$ cat src/rtl/aesl_deadlock_pkg.sv
// rtl/aesl_deadlock_pkg.sv - shared FSM encoding and defaults for the deadlock block detector
//
// Purpose : state encoding and default stable-blocked threshold, imported by the detector.
// Ports   : none (package).

package aesl_deadlock_pkg;

   typedef enum logic [1:0] {
      IDLE     = 2'd0,
      WATCH    = 2'd1,
      DECLARED = 2'd2
   } det_state_e;

   localparam int unsigned DEFAULT_THRESH = 16;

endpackage

$ cat src/rtl/aesl_sat_counter.sv
// rtl/aesl_sat_counter.sv - saturating up-counter with synchronous clear and enable
//
// Purpose : counts enabled cycles, sticking at all-ones; clear has priority over enable.
// Ports   : clock  in   rising-edge clock
//           reset  in   synchronous active-low reset
//           clr    in   synchronous clear to zero
//           en     in   increment enable
//           count  out  CNT_W-bit count value

module aesl_sat_counter #(
   parameter int unsigned CNT_W = 16
) (
   input  logic             clock,
   input  logic             reset,
   input  logic             clr,
   input  logic             en,
   output logic [CNT_W-1:0] count
);

   localparam logic [CNT_W-1:0] CNT_ONE = 1;
   localparam logic [CNT_W-1:0] CNT_MAX = '1;

   logic [CNT_W-1:0] count_q;
   logic [CNT_W-1:0] count_d;

   always_comb begin
      count_d = count_q;
      if (clr) begin
         count_d = '0;
      end else if (en && (count_q != CNT_MAX)) begin
         count_d = count_q + CNT_ONE;
      end
   end

   always_ff @(posedge clock) begin
      if (!reset) begin
         count_q <= '0;
      end else begin
         count_q <= count_d;
      end
   end

   assign count = count_q;

endmodule

$ cat src/rtl/aesl_deadlock_block_detector.sv
// rtl/aesl_deadlock_block_detector.sv - declares a kernel deadlock when the blocked set stops changing
//
// Purpose : registers the AXIS/instance blocking flags, tracks how long the (non-empty) blocked set
//           has been unchanged, and declares 'block' after THRESH stable cycles.
// Ports   : clock            in   monitor clock
//           reset            in   synchronous active-low reset
//           axis_block_sigs  in   per-AXIS-channel stall flags
//           inst_idle_sigs   in   per-instance idle flags
//           inst_block_sigs  in   per-instance blocked flags
//           block            out  deadlock declared (level)
//           block_rise       out  one-cycle pulse on block 0->1
//           block_vec        out  blocked set captured at declaration {inst_eff, axis}
//           block_cycles     out  saturating count of cycles spent declared

module aesl_deadlock_block_detector
   import aesl_deadlock_pkg::*;
#(
   parameter int unsigned N_AXIS = 2,
   parameter int unsigned N_INST = 1,
   parameter int unsigned THRESH = DEFAULT_THRESH,
   parameter int unsigned CNT_W  = 16
) (
   input  logic                     clock,
   input  logic                     reset,
   input  logic [N_AXIS-1:0]        axis_block_sigs,
   input  logic [N_INST-1:0]        inst_idle_sigs,
   input  logic [N_INST-1:0]        inst_block_sigs,
   output logic                     block,
   output logic                     block_rise,
   output logic [N_AXIS+N_INST-1:0] block_vec,
   output logic [CNT_W-1:0]         block_cycles
);

   localparam int unsigned VW = N_AXIS + N_INST;
   localparam int unsigned SW = $clog2(THRESH + 1);
   localparam logic [SW-1:0] STABLE_ONE  = 1;
   localparam logic [SW-1:0] STABLE_LAST = SW'(THRESH - 1);

   logic [N_AXIS-1:0] axis_q, axis_d;
   logic [N_INST-1:0] idle_q, idle_d;
   logic [N_INST-1:0] iblk_q, iblk_d;

   det_state_e        state_q, state_d;
   logic [SW-1:0]     stable_q, stable_d;
   logic [VW-1:0]     snap_q, snap_d;
   logic              block_q, block_d;
   logic              rise_q, rise_d;
   logic [VW-1:0]     vec_q, vec_d;

   logic [VW-1:0]     cur_vec;
   logic              any_blk;
   logic              match;
   logic              thresh_hit;
   logic              cnt_en;
   logic              cnt_clr;

   assign axis_d = axis_block_sigs;
   assign idle_d = inst_idle_sigs;
   assign iblk_d = inst_block_sigs;

   // An idle instance is never treated as blocked.
   assign cur_vec = {iblk_q & ~idle_q, axis_q};
   assign any_blk = |cur_vec;
   assign match   = (cur_vec == snap_q);

   // With THRESH==1 the first matching WATCH cycle already declares.
   assign thresh_hit = (THRESH == 1) ? 1'b1 : (stable_q == STABLE_LAST);

   always_comb begin
      state_d  = state_q;
      stable_d = stable_q;
      snap_d   = snap_q;
      block_d  = block_q;
      rise_d   = 1'b0;
      vec_d    = vec_q;
      cnt_en   = 1'b0;
      cnt_clr  = 1'b0;

      unique case (state_q)
         IDLE: begin
            if (any_blk) begin
               snap_d   = cur_vec;
               stable_d = STABLE_ONE;
               state_d  = WATCH;
            end
         end

         WATCH: begin
            if (!any_blk) begin
               stable_d = '0;
               state_d  = IDLE;
            end else if (!match) begin
               // Blocked set changed: that is forward progress, restart the window.
               snap_d   = cur_vec;
               stable_d = STABLE_ONE;
            end else if (thresh_hit) begin
               state_d  = DECLARED;
               block_d  = 1'b1;
               rise_d   = 1'b1;
               vec_d    = snap_q;
               cnt_en   = 1'b1;
            end else begin
               stable_d = stable_q + STABLE_ONE;
            end
         end

         DECLARED: begin
            if (any_blk && match) begin
               cnt_en = 1'b1;
            end else begin
               // block_vec is deliberately left holding the declared set.
               block_d = 1'b0;
               cnt_clr = 1'b1;
               if (any_blk) begin
                  snap_d   = cur_vec;
                  stable_d = STABLE_ONE;
                  state_d  = WATCH;
               end else begin
                  stable_d = '0;
                  state_d  = IDLE;
               end
            end
         end

         default: begin
            stable_d = '0;
            block_d  = 1'b0;
            state_d  = IDLE;
         end
      endcase
   end

   always_ff @(posedge clock) begin
      if (!reset) begin
         axis_q   <= '0;
         idle_q   <= '0;
         iblk_q   <= '0;
         state_q  <= IDLE;
         stable_q <= '0;
         snap_q   <= '0;
         block_q  <= 1'b0;
         rise_q   <= 1'b0;
         vec_q    <= '0;
      end else begin
         axis_q   <= axis_d;
         idle_q   <= idle_d;
         iblk_q   <= iblk_d;
         state_q  <= state_d;
         stable_q <= stable_d;
         snap_q   <= snap_d;
         block_q  <= block_d;
         rise_q   <= rise_d;
         vec_q    <= vec_d;
      end
   end

   aesl_sat_counter #(
      .CNT_W (CNT_W)
   ) u_block_cycles (
      .clock (clock),
      .reset (reset),
      .clr   (cnt_clr),
      .en    (cnt_en),
      .count (block_cycles)
   );

   assign block      = block_q;
   assign block_rise = rise_q;
   assign block_vec  = vec_q;

endmodule

$ cat config.mk
export PLATFORM = sky130hd
export DESIGN_NAME = aesl_deadlock_block_detector
export DESIGN_NICKNAME = d
export VERILOG_FILES = /design/src/rtl/aesl_deadlock_pkg.sv /design/src/rtl/aesl_sat_counter.sv /design/src/rtl/aesl_deadlock_block_detector.sv
export SDC_FILE = /design/constraint.sdc
export NUM_CORES = 1
export LEC_CHECK = 0
export CAP_MARGIN = 10
export CELL_PAD_IN_SITES_DETAIL_PLACEMENT = 0
export CELL_PAD_IN_SITES_GLOBAL_PLACEMENT = 1
export CORE_MARGIN = 8
export CORE_UTILIZATION = 45
export DETAILED_ROUTE_END_ITERATION = 8
export DONT_BUFFER_PORTS = 1
export PLACE_DENSITY_LB_ADDON = 0.05
export SETUP_SLACK_MARGIN = 0.1
export SYNTH_ARGS = -nofsm -noshare
export SYNTH_HDL_FRONTEND = slang
export SYNTH_SLANG_ARGS = --single-unit
export TNS_END_PERCENT = 30
$ cat constraint.sdc
create_clock -name clock -period 4.9 [get_ports clock]
set_input_delay 0.98 -clock clock [delete_from_list [all_inputs] [get_ports clock]]
set_output_delay 0.98 -clock clock [all_outputs]
set_load 0.01 [all_outputs]
==> results of run 1 <==
==> synthesized netlist by cell type, types with 3 or more instances <==
master	instances
dfxtp_1	35
nand2_1	19
a21oi_1	17
nand3_1	12
o31ai_1	12
nor2_1	11
or4_1	10
clkbuf_1	7
ha_1	7
inv_1	7
mux2i_1	7
o21ai_0	7
nand4_1	6
and3_1	5
and2_1	4
a211oi_1	3
a21o_1	3
a31oi_1	3
and4_1	3
nor3_1	3
==> state kept, by name, indices dropped and copies added, names as in the netlist <==
register              flops
u_block_cycles.count     16
stable_q                  5
block_vec                 3
snap_q                    3
axis_q                    2
state_q                   2
block                     1
block_rise                1
iblk_q                    1
idle_q                    1
==> logic make-up (layout without fill, tap and decap cells) <==
family | after synthesis | count (layout)
AO/OA/AOI/OAI | 53 | 53
XOR/XNOR | 3 | 3
adder cells (fa/ha/maj) | 7 | 7
buffers and inverters | 19 | 16
flip-flops | 35 | 35
multiplexers | 7 | 7
AND/OR/NAND/NOR | 91 | 91
==> power groups by stage <==
stage / clock network [W] / registers (W) / logic, W
after CTS: 0.000206 / 0.000298 / 0.0000696
after detailed placement: 0 / 0.000305 / 0.0000693
final: 0.000197 / 0.000298 / 0.0000700
after floorplan: 0 / 0.000303 / 0.0000572
after global routing: 0.000223 / 0.000299 / 0.0000772
after global placement: 0 / 0.000305 / 0.0000690
==> cell type report <==
type	count	area share (%)
inverters	7	1.354
multi-input cells	161	54.74
flip-flops and latches	35	36.11
repair buffers	1	0.3868
clock inverters	1	0.2579
well taps	50	3.224
clock buffers	7	3.933
==> routing by layer <==
metal  vias to the layer above  global-route usage [%]  wire, µm
met4                         0                   4.364        16
met1                       751                   14.81      1762
li1                        797                       -         -
met2                        45                   22.64      2027
met3                         2                   5.692       324
met5                         -                       0         0
==> worst min-delay path by stage <==
| stage | startpoint | to | depth (start not counted) |
|---|---|---|---|
| floorplan | stable_q[4]$_SDFFE_PN0P_ | stable_q[4]$_SDFFE_PN0P_ | 2 |
| global placement | stable_q[4]$_SDFFE_PN0P_ | stable_q[4]$_SDFFE_PN0P_ | 2 |
| detailed placement | stable_q[4]$_SDFFE_PN0P_ | stable_q[4]$_SDFFE_PN0P_ | 2 |
| CTS | stable_q[4]$_SDFFE_PN0P_ | stable_q[4]$_SDFFE_PN0P_ | 2 |
| global route | stable_q[4]$_SDFFE_PN0P_ | stable_q[4]$_SDFFE_PN0P_ | 2 |
| finish | stable_q[4]$_SDFFE_PN0P_ | stable_q[4]$_SDFFE_PN0P_ | 2 |
==> metrics by stage <==
stage	std cells	utilization, %	power, W	hold WS (ns)	area (µm²)
after floorplan	215	-	0.0003607	0.4450	1853
after global placement	254	46.82	0.0003736	0.4586	1859
after detailed placement	254	46.82	0.0003742	0.4619	1859
after CTS	262	48.87	0.0005741	0.4708	1941
after global routing	262	48.87	0.0005992	0.4829	1941
final	262	48.87	0.0005648	0.4667	1941
==> tightest hold or removal path, delay by kind of cell (launching register included) <==
| family | cells | cell delay [ns] |
|---|---|---|
| DFF | 1 | 0.31 |
| AOI/OAI and AO/OA | 1 | 0.06 |
| and+or+nand+nor | 1 | 0.06 |
==> results.yml, run 1 <==
grt:
  antenna_found_initial: 0
  grt_pass1_wl_um: 7003
  gr-total-overflow: 0
  grt_max_degree: 29
  gr-usage-all-layers_pct: 13.42
  grt_pass1_vias: 1505
sta:
  tightest_slew_ns: 1.165
  slew_violations: 0
  rsz0062_at_grt: "false"
  period_share_pct: 51.59
  hold_viol_final: 0
  finClkSkew_ns: 0.01384
  max_freq_ghz: 0.3956
  relSlewSlack_pct: 21.81
  min_period_ns: 2.528
  finalSetupTns_ns: 0
  fin_ws_ns: 2.372
  setup_violations: 0
clocking:
  postCtsHoldBufs: 0
  cts_made_buffers: 5
  cts_max_level: 2
  path_clk_slew_ns: 0.07
  post-cts-setup-buffer-count: 0
  post_cts_resized: 0
  root_buffer: "clkbuf_8"
  clock-sinks: 35
  clockBufferDepth: 2
  cts_tree: "built"
  worstSkewPairLatency_ns: 0.28
setup_path:
  reg2reg_setup_slack_ns: 2.37
  critical_path_class: "reg -> reg"
  timing.critical_path.mode_cell: "ha_1"
  critical_path_buf_inv_count: 0
  regToRegStartpoint: "stable_q[0]$_SDFFE_PN0P_"
  cp-startpoint: "stable_q[0]$_SDFFE_PN0P_"
  cp_num_cells: 8
  cp_top_family: "simple AND/OR/NAND/NOR gates"
  worstRegToRegCells: 8
  critPathLaunchType: "flip-flop"
  max_stage_delay_ns: 0.57
  crit_chain: "ha_1, and3_1, ha_1, a21o_1, nand2_1, or4_4, or4_1, a21oi_1"
  end_kind: "flip-flop"
  cp_max_fo: 28
  endpoint: "u_block_cycles.count[9]$_SDFFE_PP0P_"
  r2r-end: "u_block_cycles.count[9]$_SDFFE_PP0P_"
  critPathSlowestCell: "or4_4"
  critPathArrivalTime_ns: 2.73
  worstPathRequired_ns: 5.10
logic_synthesis:
  yosys_warnings: 0
  async_flop_share_pct: 0
  synth_top_area_cell: "dfxtp_1"
  syn-num-nets: 228
  syn_inst: 215
  synth_flop_cell: "dfxtp_1"
  synth_seq_cells: 35
  syn_avg_cell_area_um2: 8.619
  ys_types: 44
  synth_top_family_by_area: "simple AND/OR/NAND/NOR gates"
  yosys.area_share.adder_pct: 4.727
  synth_enable_flop_cells: 0
  synth_compound_area_share_pct: 18.43
  synth_area_leaders: "dfxtp_1 (38%), o31ai_1 (4.9%), ha_1 (4.7%)"
  synth-simple-area-share_pct: 28.56
  synthMuxAreaShare_pct: 3.781
  synth_top_area_share_pct: 37.81
  synthesis.area_mm2: 0.001853
  seq_area_frac_synth_pct: 37.81
  synthXorXnorAreaFrac_pct: 1.823
job:
  maxCapViolations: 0
final_layout:
  nets: 224
  multi_input_area_mm2: 0.001062
  layout_common_cells: "dfxtp_1 (35), nand2_1 (19), a21oi_1 (17)"
  layout_commonest_cell: "dfxtp_1"
  areaGrowthSynthToFinish_pct: 4.726
  drive_gt1_share_pct: 7.075
  regArea_um2: 700.7
  fillers: 396
  diodes: 0
power_and_ir_drop:
  combPwrFrac_pct: 12.4
  p_sw_share_pct: 25.80
  intPower_w: 0.0004191
  p_per_area_mw_per_mm2: 291.0
  switchingPower_w: 0.0001457
  clkPwrFrac_pct: 34.8
  max-vdd-ir-drop_v: 0.0001511
  p_leak_nw: 0.6700
  seq_power_share_pct: 52.8
floorplan:
  ios: 27
  start_util_pct: 46.66
  die-area_mm2: 0.006427
  rows: 23
  dieHeight_um: 80.17
  fp.dieW_um: 80.17
  coreArea_mm2: 0.003971
routing:
  wirelength_um: 4131
  drt_iter0_drc: 62
  first_pass_iters: 4
  vias_per_cell: 6.088
  post-route-drc-count: 0
  route.vias.total: 1595
  wire_per_inst_um: 15.77
  final_antenna_net_count: 0
placed_design:
  place.gp.congestion: 0.7908
  pre_cts_slack_ns: 2.367
  place_hpwl_um: 2979
  port_buffers: 0
hold_path:
  hold_class: "reg -> reg"
run_status:
  status: "completed"
No activity file was read; power rests on OpenSTA's default activity.
==> run 2, diff against run 1 <==
--- a/config.mk
+++ b/config.mk
@@ -9,7 +9,7 @@
 export CELL_PAD_IN_SITES_DETAIL_PLACEMENT = 0
 export CELL_PAD_IN_SITES_GLOBAL_PLACEMENT = 1
 export CORE_MARGIN = 8
-export CORE_UTILIZATION = 45
+export CORE_UTILIZATION = 42
 export DETAILED_ROUTE_END_ITERATION = 8
 export DONT_BUFFER_PORTS = 1
 export PLACE_DENSITY_LB_ADDON = 0.05
==> constraint.sdc (replaced) <==
create_clock -name clock -period 2.04 [get_ports clock]
set_input_delay 0.408 -clock clock [delete_from_list [all_inputs] [get_ports clock]]
set_output_delay 0.408 -clock clock [all_outputs]
set_load 0.01 [all_outputs]
==> results.yml, run 2 (synthesis gave the netlist of run 1 again) <==
run_status:
  status: "complete, but fails checks"
  violations: "negative setup slack"
final_layout:
  areaGrowthSynthToFinish_pct: 24.92
  layout_commonest_cell: "dfxtp_1"
  diodes: 0
  fillers: 408
  layout_common_cells: "dfxtp_1 (33), buf_4 (29), nand2_1 (18)"
  nets: 255
  fin_util_pct: 53.90
  largest_reg_flops: 16
  drive_gt1_share_pct: 28.81
placed_design:
  port_buffers: 0
  place.gp.congestion: 0.8612
  place_hpwl_um: 3445
sta:
  rsz0062_at_grt: "true"
  hold_viol_final: 0
  finClkSkew_ns: 0.007668
  setup_violations: 12
  relSlewSlack_pct: 71.42
  tightest_slew_ns: 0.4259
  fin_ws_ns: -0.1723
  min_period_ns: 2.212
  slew_violations: 0
  period_share_pct: 108.4
  max_freq_ghz: 0.4520
power_and_ir_drop:
  power_w: 0.001422
  combPwrFrac_pct: 16.0
  switchingPower_w: 0.0003846
  p_per_area_mw_per_mm2: 614.2
  p_sw_share_pct: 27.05
  clkPwrFrac_pct: 33.6
  max-vdd-ir-drop_v: 0.0002874
  seq_power_share_pct: 50.3
  p_leak_nw: 0.8441
  intPower_w: 0.001037
setup_path:
  critical_path_class: "reg -> reg"
  critPathArrivalTime_ns: 2.44
  end_kind: "flip-flop"
  worstRegToRegCells: 8
  worstPathRequired_ns: 2.26
  critPathLaunchType: "flip-flop"
  cp_max_fo: 6
grt:
  antenna_found_initial: 0
  grt_pass1_wl_um: 8024
  gr-total-overflow: 0
  grt_max_degree: 28
  grt_pass1_vias: 1737
  gr-usage-all-layers_pct: 14.93
floorplan:
  coreArea_mm2: 0.004294
  fp.dieW_um: 82.42
  ios: 27
  start_util_pct: 43.15
  rows: 24
  die-area_mm2: 0.006793
  dieHeight_um: 82.42
routing:
  post-route-drc-count: 0
  first_pass_iters: 4
  drt_iter0_drc: 72
  wire_per_inst_um: 16.33
  final_antenna_net_count: 0
  route.vias.total: 1796
  vias_per_cell: 6.088
  wirelength_um: 4816
hold_path:
  min_path_cells: 1
  hold_class: "in -> reg"
clocking:
  cts_tree: "built"
  worstSkewPairLatency_ns: 0.28
  root_buffer: "clkbuf_8"
  cts_made_buffers: 5
  clockBufferDepth: 2
  cts_max_level: 2
  path_clk_slew_ns: 0.07
  postCtsHoldBufs: 0
  clock-sinks: 35
job:
  maxCapViolations: 0
[run 2: cell count changes in the layout (fill, tap and decap cells not counted), sizes merged]
cell	previous run	this run
buf	1	30
clkbuf	7	5
clkinv	1	3
or4	11	13
[run 2: power groups by stage]
| stage | clock network (W) | logic [W] | registers [W] |
|---|---|---|---|
| after floorplan | 0 | 0.000138 | 0.000732 |
| after global placement | 0 | 0.000211 | 0.000730 |
| after detailed placement | 0 | 0.000214 | 0.000731 |
| after CTS | 0.000501 | 0.000222 | 0.000716 |
| after global routing | 0.000539 | 0.000251 | 0.000717 |
| final | 0.000478 | 0.000228 | 0.000716 |
[run 2: path summary, 6_finish.rpt]
check	startpoint	end	slack [ns]
min	inst_idle_sigs	idle_q$_SDFF_PN0_	0.25
max	stable_q[0]$_SDFFE_PN0P_	u_block_cycles.count[11]$_SDFFE_PP0P_	-0.17
max reg2reg	stable_q[0]$_SDFFE_PN0P_	u_block_cycles.count[11]$_SDFFE_PP0P_	-0.17
min reg2reg	stable_q[4]$_SDFFE_PN0P_	stable_q[4]$_SDFFE_PN0P_	0.48
[run 2: per-layer routing]
layer  global-route usage, %  routed length [µm]
met1                   16.41                1957
met2                   26.23                2496
met3                   4.437                 295
met4                   5.965                  66
met5                       0                   0
[run 2: cell type report]
class | instances | area (µm²) | area share (%)
inverter | 7 | 26.28 | 1.135
sequential | 35 | 703.2 | 30.38
tap | 52 | 65.06 | 2.811
clock inverter | 3 | 15.01 | 0.6486
clock buffer | 5 | 68.82 | 2.973
multi-input combinational | 163 | 1199 | 51.78
timing repair buffer | 30 | 237.7 | 10.27
[run 2: what timing repair did]
action / CTS / global route
pin swaps: 25 / 1
gates resized for setup: 4 / 17
buffers inserted: 1 / 0
cloned: 2 / 0
setup endpoints to repair: 16 / 17
[run 2: per-stage QoR]
step / setup TNS, ns / instances / instance area [µm²] / setup WS [ns] / hold WS, ns
6_report: -1.198 / 295 / 2315 / -0.1723 / 0.2542
5_1_grt: -2.315 / 295 / 2315 / -0.2486 / 0.2334
4_1_cts: -1.607 / 295 / 2240 / -0.2099 / 0.2385
3_5_place_dp: -3.308 / 284 / 2117 / -0.2926 / 0.4667
3_3_place_gp: -2.243 / 284 / 2117 / -0.2165 / 0.4535
2_1_floorplan: -2.484 / 215 / 1889 / -0.2415 / 0.4450
[run 2: critical path, cell delays in order (launching register included)]
cell	delay [ns]
dfxtp_2	0.36
ha_4	0.14
and3_4	0.19
ha_4	0.12
a21o_1	0.14
nand2_2	0.09
or4_4	0.48
or4_4	0.53
a21oi_2	0.12
